$ cat src/rtl/alu_sequencer.sv
// Control sequencer for the shared-bus ALU datapath. It steps AND/OR/NEG/NOT through
// operand load, execute and write-back, and keeps a saturating count of completed operations.
module alu_sequencer #(
    parameter int CNT_W = 16
) (
    input  logic             clk,
    input  logic             reset,
    input  logic             start,
    input  logic [3:0]       opcode,
    input  logic             stall,
    output logic             busy,
    output logic             done,
    output logic             err,
    output logic [1:0]       bus_sel,
    output logic             y_in,
    output logic             z_in,
    output logic             zlo_out,
    output logic             r_in,
    output logic             and_sel,
    output logic             or_sel,
    output logic             neg_sel,
    output logic             not_sel,
    output logic [CNT_W-1:0] op_count
);

    typedef enum logic [2:0] {
        IDLE   = 3'd0,
        LOAD_Y = 3'd1,
        EXEC   = 3'd2,
        WRITE  = 3'd3,
        ERR    = 3'd4
    } state_t;

    localparam logic [3:0] OP_AND = 4'd0;
    localparam logic [3:0] OP_OR  = 4'd1;
    localparam logic [3:0] OP_NEG = 4'd2;
    localparam logic [3:0] OP_NOT = 4'd3;

    localparam logic [1:0] BUS_NONE = 2'd0;
    localparam logic [1:0] BUS_RB   = 2'd1;
    localparam logic [1:0] BUS_RC   = 2'd2;

    state_t           state_q;
    state_t           state_nxt;
    logic [3:0]       op_q;
    logic [CNT_W-1:0] cnt_q;

    // Holds at all-ones instead of wrapping back to zero.
    function automatic logic [CNT_W-1:0] sat_inc(input logic [CNT_W-1:0] v);
        return (&v) ? v : v + 1'b1;
    endfunction

    always_ff @(posedge clk) begin
        if (reset) begin
            state_q <= IDLE;
            op_q    <= 4'd0;
            cnt_q   <= '0;
        end else begin
            state_q <= state_nxt;
            if (state_q == IDLE && start)
                op_q <= opcode;
            if (state_q == WRITE && !stall)
                cnt_q <= sat_inc(cnt_q);
        end
    end

    // Stall never applies in IDLE, so a start is accepted even while stall is high.
    always_comb begin
        state_nxt = state_q;
        case (state_q)
            IDLE: begin
                if (start) begin
                    case (opcode)
                        OP_AND, OP_OR:  state_nxt = LOAD_Y;
                        OP_NEG, OP_NOT: state_nxt = EXEC;
                        default:        state_nxt = ERR;
                    endcase
                end
            end
            LOAD_Y: if (!stall) state_nxt = EXEC;
            EXEC:   if (!stall) state_nxt = WRITE;
            WRITE:  if (!stall) state_nxt = IDLE;
            ERR:    if (!stall) state_nxt = IDLE;
            default: state_nxt = IDLE;
        endcase
    end

    // Op selects follow the latched opcode through a stall; every other strobe is gated off.
    always_comb begin
        busy    = (state_q != IDLE);
        done    = 1'b0;
        err     = 1'b0;
        bus_sel = BUS_NONE;
        y_in    = 1'b0;
        z_in    = 1'b0;
        zlo_out = 1'b0;
        r_in    = 1'b0;
        and_sel = 1'b0;
        or_sel  = 1'b0;
        neg_sel = 1'b0;
        not_sel = 1'b0;
        case (state_q)
            LOAD_Y: begin
                if (!stall) begin
                    bus_sel = BUS_RB;
                    y_in    = 1'b1;
                end
            end
            EXEC: begin
                case (op_q)
                    OP_AND:  and_sel = 1'b1;
                    OP_OR:   or_sel  = 1'b1;
                    OP_NEG:  neg_sel = 1'b1;
                    OP_NOT:  not_sel = 1'b1;
                    default: ;
                endcase
                if (!stall) begin
                    z_in    = 1'b1;
                    bus_sel = (op_q == OP_AND || op_q == OP_OR) ? BUS_RC : BUS_RB;
                end
            end
            WRITE: begin
                if (!stall) begin
                    zlo_out = 1'b1;
                    r_in    = 1'b1;
                    done    = 1'b1;
                end
            end
            ERR: begin
                if (!stall) begin
                    done = 1'b1;
                    err  = 1'b1;
                end
            end
            default: ;
        endcase
    end

    assign op_count = cnt_q;

endmodule

$ cat config.mk
export PLATFORM = sky130hd
export DESIGN_NAME = alu_sequencer
export DESIGN_NICKNAME = d
export VERILOG_FILES = /design/src/rtl/alu_sequencer.sv
export SDC_FILE = /design/constraint.sdc
export NUM_CORES = 1
export LEC_CHECK = 0
export CORE_AREA = 2 2 55 57
export DETAILED_ROUTE_END_ITERATION = 7
export DIE_AREA = 0 0 57 59
export PLACE_DENSITY_LB_ADDON = 0.08
export SLEW_MARGIN = 20
export SYNTH_ARGS = -nofsm -noshare
export SYNTH_HDL_FRONTEND = slang
export SYNTH_SLANG_ARGS = --single-unit
$ cat constraint.sdc
create_clock -name clk -period 2.29 [get_ports clk]
set_input_delay 0.229 -clock clk [delete_from_list [all_inputs] [get_ports clk]]
set_output_delay 0.229 -clock clk [all_outputs]
set_load 0.01 [all_outputs]
### Word-level counts from Yosys, hierarchy flattened

Cells that the tools add are included.

* flip-flop bits (word level): 23
* bits of input ports: 8
* output and inout bits: 29
* logic and storage cells: 57

* $add $sub $neg: 1
* equal/unequal tests: 14
* mux-type cells: 24
* bitwise logic cells: 1
* reduce and logical (&&, ||, !) cells: 14

Operators with widths (count)
* 16-bit by 1-bit adder with 16-bit output, second input constant: 1
* 4-bit by 2-bit == test with 1-bit output, second input constant: 4
* 16-bit AND reduction: 1
* 1-bit two-way mux: 15
* 3-bit two-way mux: 4
* 3-bit one-hot mux with 4 select lines: 1
* 4-bit by 1-bit == test with 1-bit output, second input constant: 2
* 4-bit logical NOT: 2
* 2-bit inequality test, second input constant: 4
* 3-bit by 2-bit == test with 1-bit output, second input constant: 2
* 3-bit one-hot mux with 2 select lines: 1
* 2-bit OR reduction: 3
* 2-bit two-way mux: 2
* 2-bit one-hot mux with 2 select lines: 1
* 4-bit AND reduction: 1
* 3-bit by 1-bit == test with 1-bit output, second input constant: 1
* 3-bit == test, second input constant: 1
* 3-bit logical NOT: 1
* 3-bit nonzero test: 1
* 1-bit logical AND: 2
* 2-bit AND reduction: 1
* 1-bit logical NOT: 1
* 1-bit logical OR: 1
* 1-bit NOT: 1

### Depth between registers and ports, before layout

* word-level depth: 5
* mapped depth: 7
* gate-level depth less buffers: 5

### Worst setup path after synthesis

OpenSTA, ideal clock, no wires.

* kind: flip-flop to flip-flop
* start: register state_q[2]
* end: register cnt_q[13] (netlist: op_count[13])
* library setup time: 71 ps
* arrival: 1969 ps
* required time: 2219 ps
* slack: 251 ps
* cell stages (with the launch flop): 8
* buffers on the path: 3
* period minus slack after synthesis: 2039 ps
* cell sequence: dfxtp_1 -> buf_6 -> nand4bb_1 -> buf_2 -> or4b_1 -> buf_2 -> or4_1 -> a21oi_1

* longest elaborated chain between the ends: 3

Ends and longest elaborated chain
* start, declared: RTL line 43 `state_t state_q;`
* start signal, assigned: RTL line 59 `state_q <= state_nxt;`
* 3-bit by 2-bit == test with 1-bit output: RTL line 62 `if (state_q == WRITE && !stall)`
* 1-bit logical AND: RTL line 62
* 2-bit AND reduction (no source line)
* end signal, assigned: RTL line 63 `cnt_q <= sat_inc(cnt_q);`
* end, declared: RTL line 46 `logic [CNT_W-1:0] cnt_q;`

No other way between the ends.
A chain may end at the register's enable or synchronous reset.

### Worst setup path in the final report

* start: register state_q[2]
* end: output not_sel

* longest elaborated chain between the ends: 2

Ends and longest elaborated chain
* 3-bit by 2-bit == test with 1-bit output: RTL line 102 `case (state_q)`
* 1-bit two-way mux: RTL line 102
* end, declared: RTL line 22 `output logic not_sel,`

No other way between the ends.

==> reports/metrics.cfg <==
[logic_synthesis]
synth-main-ff-cell=dfxtp_1
ys_seq_area_frac=0.378
ys_seq_elements=23
yosysWarnings=0
synth_cell_types=40
synth.area.top_cells=dfxtp_1 (38%), a21oi_1 (4.9%), mux2i_1 (4.1%)
syn_area_per_cell_um2=8.12
synth_fp_nets=159
yosysTopAreaCell=dfxtp_1
synthArstFlopShare=0
synthCells=150
synth_area_um2=1220
synth_edf_count=0
synth_common_cells=dfxtp_1 (23), a21oi_1 (12), nand2_1 (12), nor2_1 (12), o21ai_0 (9)
synth_most_common_cell=dfxtp_1
synth_top_area_frac=0.378

[die]
die-width_um=57
top_level_ports=37
coreArea_um2=2710
rows=19
start_util=0.449
die_h_um=59
die-area_um2=3360

[power_and_ir_drop]
pwr-share-seq=0.581
comb_power_share=0.159
leakagePower_nw=0.625
vdd_drop_max_mv=0.324
p_int_mw=0.539
switchingPower_mw=0.187
p_per_area_nw_per_um2=434
p_total_mw=0.726
switching_share=0.258
p_clk_frac=0.259

[critical_path]
criticalPathCategory=flop to primary output
r2r_start=state_q[1]
cp_max_fo=9
critPathCaptureType=primary output
r2r-end=op_count[13]
critPathRequiredTime_ps=2060
rr_worst_depth=4
reg2reg_slack_ps=210
worst_ep_arrival_time_ps=1970
cp-start-kind=flop

[clock_network]
cts_max_path_buffers=2
clk_pin_slew_ps=120
cts_hold_buffers=0
clock_latency_ps=310
cts_buffers=3
cts.htree.levels=1
root_buffer=clkbuf_4
cts_tree=built
cts_sinks=23

[grt]
grt_usage=0.189
grt_overflow=0
antenna_found_initial=0
grt_pass1_vias=1167
grt_pass1_wl_mm=5.05
grt_max_degree=14

[finish]
drive_gt1_frac=0.0737
final_nets=200
synthToLayoutAreaGrowth_pct=37.3
diodes=0
fill_cells=245
instances_no_fill=221

[placement]
dp_hpwl_mm=2.24
io_buffers=36
place_congestion=0.767
place_inst=216

[flow_run]
max_cap_viol_count=0

[route]
wire_per_inst_um=13.8
drtIter0Drc=37
via_per_inst=5.86
drtPass1Iterations=4
drc=0
totalWireLength_mm=3.06
antenna_left=0
vias=1294

[sta]
min_period_over_period=0.958
skew_ps=3.93
finalSetupViolations=0
grt_setup_unrepaired=no
finalCriticalPeriod_ps=2190
slew_violations=0
finalHoldViolCount=0
fmax_ghz=0.456
slew-limit-headroom=0.542
whs_ps=511
worst_pin_slew_ps=681

[worst_hold_path]
hold_path_class=flop to flop
hold_path_depth=2
holdCritStartpoint=op_count[1]
whs_endpoint=op_count[1]

[run_status]
status=finished clean

[layout make-up]
type	count	area (um^2)	area share
Inverter	4	15.0	0.00898
Clock buffer	3	22.5	0.0135
Clock inverter	1	5.00	0.00299
Timing Repair Buffer	45	435	0.260
Sequential cell	23	460	0.275
Tap cell	31	38.8	0.0232
Multi-Input combinational cell	114	694	0.415
[routing by layer]
metal  track usage  share of wire  up-vias
met2         0.317           0.49       33
met4        0.0698         0.0085        0
met5             0              0        -
li1              -              -      650
met3        0.0328          0.048        4
met1         0.244           0.45      607
[sequential cells by signal, summed over array words and instances, names as in the netlist]
register,count
op_count,16
op_q,4
state_q,3
[how the worst max path moves through the flow]
stage          cells past startpoint            to  slack (ps)  startpoint
6_report                           5       not_sel         100  state_q[2]
5_1_grt                            5       not_sel           7  state_q[2]
4_1_cts                            5       and_sel         0.7  state_q[2]
3_5_place_dp                       5  op_count[15]        -0.9       stall
3_3_place_gp                       5  op_count[15]          40       stall
2_1_floorplan                      7  op_count[13]         250  state_q[2]
[layout by cell type (no fill, tap or decap), drive strengths merged, types with 3 or more instances in the layout]
master	netlist	layout
nor3	5	5
dlymetal6s2s	0	3
nor2	12	12
o31ai	6	6
nor4	5	5
inv	4	4
a21oi	12	12
buf	4	9
mux2i	5	5
nand2	12	12
nand4	4	4
o21ai	9	9
or4	5	5
or3	8	8
clkdlybuf4s50	0	33
nand3	6	6
clkbuf	5	3
dfxtp	23	23
[what timing repair did]
item                       CTS  global route
gates resized for setup      0             3
setup endpoints to repair    0             4
buffers inserted             0             1
[per-stage QoR]
stage          setup TNS, ps  utilization  cell area [um^2]  setup slack (ps)
2_1_floorplan              0            -              1220               251
3_3_place_gp               0        0.601              1630              41.2
3_5_place_dp          -0.920        0.601              1630            -0.920
4_1_cts                    0        0.611              1660             0.725
5_1_grt                    0        0.617              1670              7.02
6_report                   0        0.617              1670              95.8
[power groups by stage]
stage               Combinational [mW]  Clock (mW)  Sequential (mW)
global placement                 0.113           0            0.430
CTS                              0.116       0.195            0.422
global route                     0.126       0.213            0.423
detailed placement               0.115           0            0.430
floorplan                       0.0646           0            0.427
finish                           0.116       0.188            0.422
[kinds of logic after synthesis]
group                      Yosys count  share of synthesized area
AOI/OAI and AO/OA                   36                      0.184
xor gates and xnor gates             1                    0.00720
adders and majority gates            1                     0.0103
buffers and inverters               13                     0.0514
DFF                                 23                      0.378
muxes                                5                     0.0411
and+or+nand+nor                     71                      0.328
[critical path, cell delays in order, from the launching register on]
cell	delay [ps]
dfxtp_1	340
buf_4	160
nor4_1	250
and2_1	210
and3_1	170
clkdlybuf4s50_1	540
No activity file was read; power rests on OpenSTA's default activity.
